File: config.mk
export PLATFORM = sky130hd
export DESIGN_NAME = if_fetch_unit
export DESIGN_NICKNAME = d
export VERILOG_FILES = /design/src/rtl/if_fetch_unit.sv
export SDC_FILE = /design/constraint.sdc
export NUM_CORES = 1
export LEC_CHECK = 0
export ABC_AREA = 1
export CAP_MARGIN = 0
export CELL_PAD_IN_SITES_DETAIL_PLACEMENT = 0
export CELL_PAD_IN_SITES_GLOBAL_PLACEMENT = 1
export CORE_ASPECT_RATIO = 0.7
export CORE_MARGIN = 10
export CORE_UTILIZATION = 38
export CTS_CLUSTER_SIZE = 28
export DETAILED_ROUTE_END_ITERATION = 12
export PLACE_DENSITY = 0.91
export SKIP_CTS_REPAIR_TIMING = 1
export SYNTH_ARGS = -nofsm -noshare
export SYNTH_HDL_FRONTEND = slang
export SYNTH_SLANG_ARGS = --single-unit
File: constraint.sdc
create_clock -name Clk -period 4.5 [get_ports Clk]
set_input_delay 0.9 -clock Clk [delete_from_list [all_inputs] [get_ports Clk]]
set_output_delay 0.9 -clock Clk [all_outputs]
set_load 0.02 [all_outputs]
File: src/rtl/if_fetch_unit.sv
// Instruction-fetch stage: owns the PC, addresses instruction memory and holds the IF/ID register.
// Taken branches and jumps from ID redirect the PC and squash the wrong-path fetch.
module if_fetch_unit #(
    parameter logic [31:0] RESET_PC = 32'h0000_0000
) (
    input  logic        Clk,
    input  logic        Rst,
    input  logic        Stall,
    input  logic        Branch,
    input  logic [15:0] JumpAmount,
    input  logic        Jump,
    input  logic [25:0] JumpTarget,
    input  logic [31:0] IMemInstr,
    output logic [31:0] PC,
    output logic [31:0] IFID_Instruction,
    output logic [31:0] IFID_PCPlus4,
    output logic        IFID_Valid,
    output logic [15:0] RedirectCount
);

    typedef enum logic {RUN, SQUASH} state_t;

    state_t             state, state_nxt;
    logic               redirect;
    logic signed [15:0] jump_amt;
    logic signed [31:0] br_off;
    logic [31:0]        pc_seq, br_target, j_target, pc_nxt;

    function automatic logic [15:0] sat_inc(input logic [15:0] v);
        return (v == 16'hFFFF) ? v : v + 16'd1;
    endfunction

    always_comb begin
        jump_amt  = JumpAmount;
        br_off    = {{14{jump_amt[15]}}, jump_amt, 2'b00};
        pc_seq    = PC + 32'd4;
        br_target = IFID_PCPlus4 + $unsigned(br_off);
        j_target  = {IFID_PCPlus4[31:28], JumpTarget, 2'b00};
    end

    // A flushed slot (Valid=0) or the SQUASH cycle can never redirect; Branch outranks Jump.
    always_comb begin
        state_nxt = state;
        redirect  = 1'b0;
        pc_nxt    = pc_seq;
        if (!Stall) begin
            if (state == SQUASH) begin
                state_nxt = RUN;
            end else if (IFID_Valid && (Branch || Jump)) begin
                redirect  = 1'b1;
                state_nxt = SQUASH;
                pc_nxt    = Branch ? br_target : j_target;
            end
        end
    end

    always_ff @(posedge Clk or negedge Rst) begin
        if (!Rst) begin
            state <= RUN;
        end else begin
            state <= state_nxt;
        end
    end

    always_ff @(posedge Clk or negedge Rst) begin
        if (!Rst) begin
            PC               <= RESET_PC;
            IFID_Instruction <= 32'h0;
            IFID_PCPlus4     <= 32'h0;
            IFID_Valid       <= 1'b0;
            RedirectCount    <= 16'h0;
        end else if (!Stall) begin
            PC <= pc_nxt;
            if (redirect) begin
                IFID_Instruction <= 32'h0;
                IFID_PCPlus4     <= 32'h0;
                IFID_Valid       <= 1'b0;
                RedirectCount    <= sat_inc(RedirectCount);
            end else begin
                IFID_Instruction <= IMemInstr;
                IFID_PCPlus4     <= pc_seq;
                IFID_Valid       <= 1'b1;
            end
        end
    end

endmodule

==> flow_summary.yaml, run 1 <==
power:
  seq_power_share_pct: 28.8
  power.switching_uw: 2690
  power.density_nw_per_um2: 569
  p_comb_share_pct: 48.5
  internal-power_uw: 3310
  ir_drop_mv: 0.322
  clockPowerShare_pct: 22.7
  leakagePower_uw: 0.00523
  p_sw_share_pct: 44.8
placed_design:
  gp_congestion: 0.928
  dp_hpwl_um: 22600
  dp_cells: 1570
  io_buffers: 191
  preCtsSetupSlack_ns: 1.04
setup_path:
  worstSetupPathType: "primary input to flop"
  critical_path.cell_chain: "clkdlybuf4s50_1 > ha_1 > nand2_1 > nor2_1 > nand2_1 > nor2_1 > nand2_1 > nand4_1 > nand3_1 > nand2_1 > nand2_1"
  crit_fanout: 15
  cp_data_arrival_time_ns: 3.43
  crit_path_end_kind: "flop"
  crit_top_cell: "nand2_1"
  start_kind: "primary input"
  cpPeakStageDelay_ns: 0.78
  cp.required_ns: 4.81
  critPathSlowestCell: "clkdlybuf4s50_1"
final_layout:
  diodes: 0
  finalNonFillerCells: 1602
  area_delta_synth_final_pct: 35.6
  final_net_count: 1430
  fin_util_pct: 52.8
  drive_gt1_share_pct: 5.63
floorplan:
  chipHeight_um: 140
  die-area_sq_um: 26700
  placementRows: 43
  floorplan.initialDensity_pct: 38.9
  ioPinCount: 192
  core_sq_um: 20000
  die_width_um: 191
cts:
  cts.sinks: 114
  cts.path.max_buffers: 2
  path_clk_slew_ns: 0.06
  cts_buffers: 17
  clkLatencyLatePin_ns: 0.41
  root_buffer: "clkbuf_16"
  htreeDepth: 4
  cts_tree: "yes"
logic_synthesis:
  yosysMostFrequentCell: "nand2_1"
  avgSynthCellArea_sq_um: 6.88
  postSynthCellCount: 1129
  synthesis.area_sq_um: 7770
  yosysTopAreaCell: "dfrtp_1"
  ys_seq_area_share_pct: 36.7
  synth_fp_nets: 1240
  ys_top_cells_by_count: "385 x nand2_1, 146 x inv_1, 117 x nor2_1"
  yosys-top-cells-area: "dfrtp_1 37%, nand2_1 19%, inv_1 7.1%"
  synth-seq-cells: 114
  synth_top_flop_cell: "dfrtp_1"
  ys_async_sr_fraction_pct: 100
  synth_edf_count: 0
  synth.distinct_cells: 42
  yosysWarnings: 0
  synth_top_area_share_pct: 36.7
route:
  wl_um: 28700
  antenna_left: 0
  drc: 0
  wire_per_inst_um: 17.9
  vias_per_cell: 5.08
  vias: 8141
  drt-initial-drc-count: 699
  first_pass_iters: 5
global_routing:
  grt_usage_pct: 21.1
  grt_pass1_wl_um: 44500
  antenna_found_initial: 0
  overflow: 0
  grt_pass1_vias: 7667
  grt_max_degree: 71
sta:
  setup_viol: 0
  fin_crit_sh_pct: 69.5
  slew_headroom_pct: 37.5
  hold_viol_final: 0
  setup_slack_ns: 1.37
  fmax_mhz: 320
  rsz0062_at_grt: "false"
  min_period_ns: 3.13
  slew_viol_final: 0
  fin_skew_ns: 0.0143
  worst_pin_slew_ns: 0.937
  setup_tns_ns: 0
worst_hold_path:
  hold_path.class: "flop to flop"
job:
  cap_violations: 0
outcome:
  status: "completed"
-- final timing paths --
path | slack [ns] | cells after the start | end | from
worst min register to register | 0.50 | 1 | RedirectCount[14] | RedirectCount[14]
worst max-delay path | 1.37 | 11 | PC[26] | JumpAmount[15]
worst max register to register | 2.15 | 12 | PC[30] | IFID_PCPlus4[2]
worst min-delay path | 0.50 | 1 | RedirectCount[14] | RedirectCount[14]
max in group asynchronous | 2.94 | 2 | RedirectCount[7] | Rst
min in group asynchronous | 0.62 | 1 | PC[29] | Rst
-- cell usage in the layout, fill, tap and decap left out, types with 12 or more instances in the layout --
master,count
xor2_1,16
inv_1,146
ha_1,31
xnor2_1,12
clkdlybuf4s50_1,188
a21oi_1,34
a22o_1,32
dfrtp_1,114
nand2_1,385
clkbuf_16,17
o21ai_0,33
nor2_1,116
nand3_1,96
-- cell type report --
class	count	area, sq um
tap	270	338
timing repair buffer	197	1940
clock buffer	18	439
inverter	150	571
clock inverter	14	154
multi-input combinational	839	4240
sequential	114	2850
fill	1974	9420
-- worst max-delay path: cells and delay by family --
kind,cells,cell delay (ns)
adders and majority gates,1,0.60
and+or+nand+nor,9,1.17
buffers and inverters,1,0.78
-- power by group through the flow --
stage | sequential (uW) | clock, uW | combinational, uW
after global routing | 1770 | 1420 | 3210
after CTS | 1720 | 1380 | 2910
after global placement | 1730 | 0 | 2880
after floorplan | 1950 | 0 | 1370
final | 1730 | 1360 | 2910
after detailed placement | 1730 | 0 | 2890
-- cells by family (layout without fill, tap and decap cells) --
| group | count (synthesis) | in the layout | share of synthesized area (%) |
|---|---|---|---|
| AOI/OAI and AO/OA | 126 | 126 | 10.5 |
| xor gates and xnor gates | 28 | 28 | 3.16 |
| adders and majority gates | 32 | 32 | 5.25 |
| buffers and inverters | 176 | 379 | 8.79 |
| DFF | 114 | 114 | 36.7 |
| and+or+nand+nor | 653 | 653 | 35.6 |
-- per-stage QoR --
| step | hold WS, ns | cell area [sq um] | total power (uW) |
|---|---|---|---|
| after global routing | 0.519 | 10500 | 6410 |
| after floorplan | 0.508 | 7770 | 3330 |
| after global placement | 0.488 | 9950 | 4610 |
| after detailed placement | 0.493 | 9950 | 4630 |
| final | 0.497 | 10500 | 6000 |
| after CTS | 0.505 | 10500 | 6020 |
-- sequential cells by signal, indices dropped and copies added, names as in the netlist --
signal	count
IFID_PCPlus4	32
RedirectCount	16
IFID_Valid	1
state	1
IFID_Instruction	32
PC	32
-- layer usage --
metal / part of all wire (%) / vias to the layer above / GRT usage [%]
met5: 0 / - / 0
met4: 0.60 / 0 / 3.47
met2: 40 / 332 / 28.8
met1: 49 / 3782 / 32.1
li1: - / 4010 / -
met3: 10 / 17 / 5.84
(Power assumes the default switching activity.)
==> inputs of run 2 (changes only) <==
--- a/config.mk
+++ b/config.mk
@@ -11,10 +11,10 @@
 export CELL_PAD_IN_SITES_GLOBAL_PLACEMENT = 1
 export CORE_ASPECT_RATIO = 0.7
 export CORE_MARGIN = 10
-export CORE_UTILIZATION = 38
+export CORE_UTILIZATION = 32
 export CTS_CLUSTER_SIZE = 28
 export DETAILED_ROUTE_END_ITERATION = 12
-export PLACE_DENSITY = 0.91
+export PLACE_DENSITY = 0.82
 export SKIP_CTS_REPAIR_TIMING = 1
 export SYNTH_ARGS = -nofsm -noshare
 export SYNTH_HDL_FRONTEND = slang
==> constraint.sdc (replaced) <==
create_clock -name Clk -period 2.65 [get_ports Clk]
set_input_delay 0.53 -clock Clk [delete_from_list [all_inputs] [get_ports Clk]]
set_output_delay 0.53 -clock Clk [all_outputs]
set_load 0.02 [all_outputs]
==> flow_summary.yaml, run 2 (synthesis results as in run 1) <==
setup_path:
  crit_fanout: 3
  crit_path_end_kind: "flop"
  cp.required_ns: 2.97
  r2r-end: "PC[28]"
  r2r_slack_ns: 0.35
  regToRegStartpoint: "IFID_PCPlus4[10]"
  cp_data_arrival_time_ns: 2.72
  worstRegToRegCells: 10
  worstSetupPathType: "primary input to flop"
  start_kind: "primary input"
route:
  vias: 8273
  first_pass_iters: 6
  wire_per_inst_um: 18.1
  wl_um: 30700
  antenna_left: 0
  vias_per_cell: 4.88
  drt-initial-drc-count: 630
  drc: 0
sta:
  fin_crit_sh_pct: 90.7
  setup_viol: 0
  fin_skew_ns: 0.0138
  worst_pin_slew_ns: 0.821
  setup_tns_ns: 0
  rsz0062_at_grt: "false"
  slew_headroom_pct: 45.3
  min_period_ns: 2.40
  slew_viol_final: 0
  hold_viol_final: 0
  fmax_mhz: 416
floorplan:
  placementRows: 47
  floorplan.initialDensity_pct: 32.7
  chipHeight_um: 150
  ioPinCount: 192
  die_width_um: 206
  core_sq_um: 23800
  die-area_sq_um: 31000
final_layout:
  reg_top3: "IFID_Instruction x32, IFID_PCPlus4 x32, PC x32"
  final_net_count: 1476
  final_common_cell: "nand2_1"
  mostFrequentLayoutCells: "385 x nand2_1, 188 x clkdlybuf4s50_1, 146 x inv_1"
  design_area_sq_um: 11000
  fillers: 2449
  multi_input_area_sq_um: 4240
  finalNonFillerCells: 1696
  drive_gt1_share_pct: 8.56
  diodes: 0
  seqCellArea_sq_um: 2850
  area_delta_synth_final_pct: 42.0
placed_design:
  dp_hpwl_um: 24200
  gp_congestion: 0.895
  dp_cells: 1663
  place_area_sq_um: 10400
  io_buffers: 191
cts:
  cts_tree: "yes"
  htreeDepth: 4
  clkLatencyLatePin_ns: 0.44
  path_clk_slew_ns: 0.06
  cts_buffers: 17
  cts.sinks: 114
  cts.path.max_buffers: 2
  root_buffer: "clkbuf_16"
worst_hold_path:
  hold_path.class: "primary input to flop"
  holdCritStartpoint: "Stall"
  worstHoldPathCells: 3
  hold_end: "IFID_PCPlus4[2]"
global_routing:
  overflow: 0
  grt_pass1_wl_um: 47000
  grt_pass1_vias: 8057
  grt_max_degree: 73
  antenna_found_initial: 0
  grt_usage_pct: 19.7
outcome:
  status: "completed"
power:
  power.density_nw_per_um2: 976
  leakagePower_uw: 0.00550
  ir_drop_mv: 0.523
job:
  cap_violations: 0
==> run 2: metal layers <==
metal	up-vias	share of wire (%)	track usage, %
met5	-	0	0
met4	0	0.70	3.60
met3	18	9.4	5.52
met2	322	40	27.3
met1	3842	50	29.5
li1	4091	-	-
==> run 2: worst max-delay path, cell delays in order <==
cell	delay [ns]
clkdlybuf4s50_1	0.45
ha_1	0.31
buf_4	0.11
nand2_1	0.08
nor2_1	0.27
nand3_1	0.17
nand3_1	0.26
nand3_1	0.19
nand3_1	0.13
nand3_1	0.09
nand2_1	0.08
nand2_1	0.04
==> run 2: through the flow <==
step / total power (uW) / utilization (%) / hold slack, ns / setup slack, ns
finish: 10800 / 46.4 / 0.472 / 0.247
detailed placement: 8220 / 43.7 / 0.415 / -0.113
CTS: 10800 / 46.4 / -0.0416 / 0.340
global placement: 8160 / 43.7 / 0.414 / -0.131
global route: 11500 / 46.4 / 0.493 / 0.125
floorplan: 5650 / - / 0.234 / 0.629
==> run 2: how the worst max path moves through the flow <==
stage / from / endpoint / slack, ns / depth (start not counted)
final: JumpAmount[9] / PC[28] / 0.25 / 12
after floorplan: JumpAmount[0] / PC[14] / 0.63 / 9
after global placement: JumpAmount[9] / PC[28] / -0.13 / 12
after CTS: JumpAmount[9] / PC[28] / 0.34 / 12
after global routing: JumpAmount[15] / PC[28] / 0.13 / 16
after detailed placement: JumpAmount[9] / PC[28] / -0.11 / 12
==> run 2: power breakdown <==
part / total [uW] / switching (uW) / internal (uW)
logic: 5320 / 3080 / 2240
registers: 2910 / 677 / 2240
clock network: 2530 / 865 / 1670
total: 10800 / 4620 / 6150
==> run 2: final cells by class <==
| class | instances | share of cell area [%] |
|---|---|---|
| Clock buffer | 23 | 4.42 |
| Clock inverter | 9 | 1.37 |
| Inverter | 150 | 5.17 |
| Multi-Input combinational cell | 839 | 38.5 |
| Sequential cell | 114 | 25.9 |
| Tap cell | 318 | 3.61 |
| Timing Repair Buffer | 243 | 21.1 |
==> inputs of run 3 (changes only) <==
--- a/config.mk
+++ b/config.mk
@@ -6,14 +6,15 @@
 export NUM_CORES = 1
 export LEC_CHECK = 0
 export ABC_AREA = 1
-export CAP_MARGIN = 0
+export CAP_MARGIN = 20
 export CELL_PAD_IN_SITES_DETAIL_PLACEMENT = 0
 export CELL_PAD_IN_SITES_GLOBAL_PLACEMENT = 1
 export CORE_ASPECT_RATIO = 0.7
-export CORE_MARGIN = 10
+export CORE_MARGIN = 2
 export CORE_UTILIZATION = 32
 export CTS_CLUSTER_SIZE = 28
 export DETAILED_ROUTE_END_ITERATION = 12
+export GPL_TIMING_DRIVEN = 0
 export PLACE_DENSITY = 0.82
 export SKIP_CTS_REPAIR_TIMING = 1
 export SYNTH_ARGS = -nofsm -noshare
==> flow_summary.yaml, run 3 (synthesis results as in run 1) <==
outcome:
  status: "finished, violations left"
  failed_checks: "hold timing"
sta:
  fin_skew_ns: 0.00873
  slew_headroom_pct: 44.6
  setup_slack_ns: 0.147
  setup_viol: 0
  min_period_ns: 2.50
  fin_crit_sh_pct: 94.5
  worst_pin_slew_ns: 0.831
  hold_viol_final: 4
  hold_ws_ns: -0.00417
  fmax_mhz: 399
  slew_viol_final: 0
  setup_tns_ns: 0
  rsz0062_at_grt: "false"
global_routing:
  grt_max_degree: 85
  overflow: 0
  grt_pass1_vias: 7554
  antenna_found_initial: 0
  grt_pass1_wl_um: 43800
  grt_usage_pct: 22.7
power:
  ir_drop_mv: 0.613
  leakagePower_uw: 0.00531
  power.density_nw_per_um2: 968
setup_path:
  crit_top_cell: "nand2_1"
  critical_path.cell_chain: "clkdlybuf4s50_1 > ha_1 > nand2_1 > nor2_1 > and2_1 > nand2_1 > nand2_1 > nand2_1 > nand3_1 > nand3_1 > nand2_1 > nand2_1"
  cp_data_arrival_time_ns: 2.80
  cp.buffers_inverters: 1
  cpPeakStageDelay_ns: 0.45
  worstSetupPathType: "primary input to flop"
  crit_path_end_kind: "flop"
  cp.required_ns: 2.95
  path_depth: 12
  crit_family: "simple AND/OR/NAND/NOR gates"
  start_kind: "primary input"
  crit_fanout: 4
  critPathSlowestCell: "clkdlybuf4s50_1"
  worstRegToRegCells: 11
cts:
  clkLatencyLatePin_ns: 0.42
  htreeDepth: 4
  root_buffer: "clkbuf_16"
  cts.path.max_buffers: 2
  cts.sinks: 114
  path_clk_slew_ns: 0.05
  cts_tree: "yes"
  cts_buffers: 17
route:
  wl_um: 29000
  drc: 0
  met1_length_um: 15000
  wire_per_inst_um: 17.4
  first_pass_iters: 5
  wl_met3_um: 2800
  vias: 8210
  top_layer: "met4"
  antenna_left: 0
  drt-initial-drc-count: 780
  wl_met2_um: 10900
  vias_per_cell: 4.92
floorplan:
  die-area_sq_um: 25600
  floorplan.initialDensity_pct: 32.7
  core_sq_um: 23800
  die_width_um: 190
  ioPinCount: 192
  chipHeight_um: 134
  placementRows: 47
final_layout:
  mostFrequentLayoutCells: "385 x nand2_1, 187 x clkdlybuf4s50_1, 146 x inv_1"
  multi_input_area_sq_um: 4240
  reg_top3: "IFID_Instruction x32, IFID_PCPlus4 x32, PC x32"
  fillers: 2462
  final_common_cell: "nand2_1"
  fin_util_pct: 45.2
  final_net_count: 1449
  diodes: 0
  area_delta_synth_final_pct: 38.2
  seqCellArea_sq_um: 2850
  drive_gt1_share_pct: 5.63
worst_hold_path:
  hold_path.class: "primary input to asynchronous set/reset pin"
job:
  cap_violations: 0
placed_design:
  preCtsSetupSlack_ns: -0.549
  io_buffers: 189
  gp_congestion: 0.900
  dp_hpwl_um: 22900
run 3: changes by cell type in the layout (fill, tap and decap cells not counted), moves of 2 or more:
cell      delta
buf_2        +7
clkbuf_8     -2
clkinv_2     +2
buf_4       -48
clkbuf_1    +13
buf_12       -3
buf_1        +3
run 3: cell type report:
cell class | count | area share, %
tap | 318 | 3.71
clock buffer | 21 | 4.29
sequential | 114 | 26.6
inverter | 150 | 5.31
clock inverter | 11 | 1.70
multi-input combinational | 839 | 39.5
timing repair buffer | 190 | 17.9
buffer | 26 | 1.05
run 3: worst paths after layout:
kind | endpoint | from | slack [ns]
max | PC[23] | JumpAmount[9] | 0.15
min | IFID_PCPlus4[30] | Rst | -0.004
max reg2reg | PC[23] | IFID_PCPlus4[11] | 0.29
min reg2reg | IFID_Instruction[14] | IFID_Instruction[14] | 0.51
max in group asynchronous | RedirectCount[3] | Rst | 1.90
min in group Clk | IFID_Instruction[14] | IFID_Instruction[14] | 0.51
run 3: report_power, final:
part           switching, uW  leakage, uW  internal, uW
logic                   2930      0.00353          1990
registers                703      0.00146          2240
clock network            823     0.000317          1710
run 3: per-stage QoR:
stage                     area [sq um]  cells  power, uW
after CTS                        10700   1669      10400
after floorplan                   7770   1129       5650
after global placement           10100   1636       7780
final                            10700   1669      10400
after detailed placement         10100   1637       7810
after global routing             10700   1669      11100
run 3: per-layer routing:
metal	vias up	global-route usage [%]
li1	4046	-
met1	3784	37.3
met2	357	29.6
met3	23	5.13
met4	0	3.70
met5	-	0
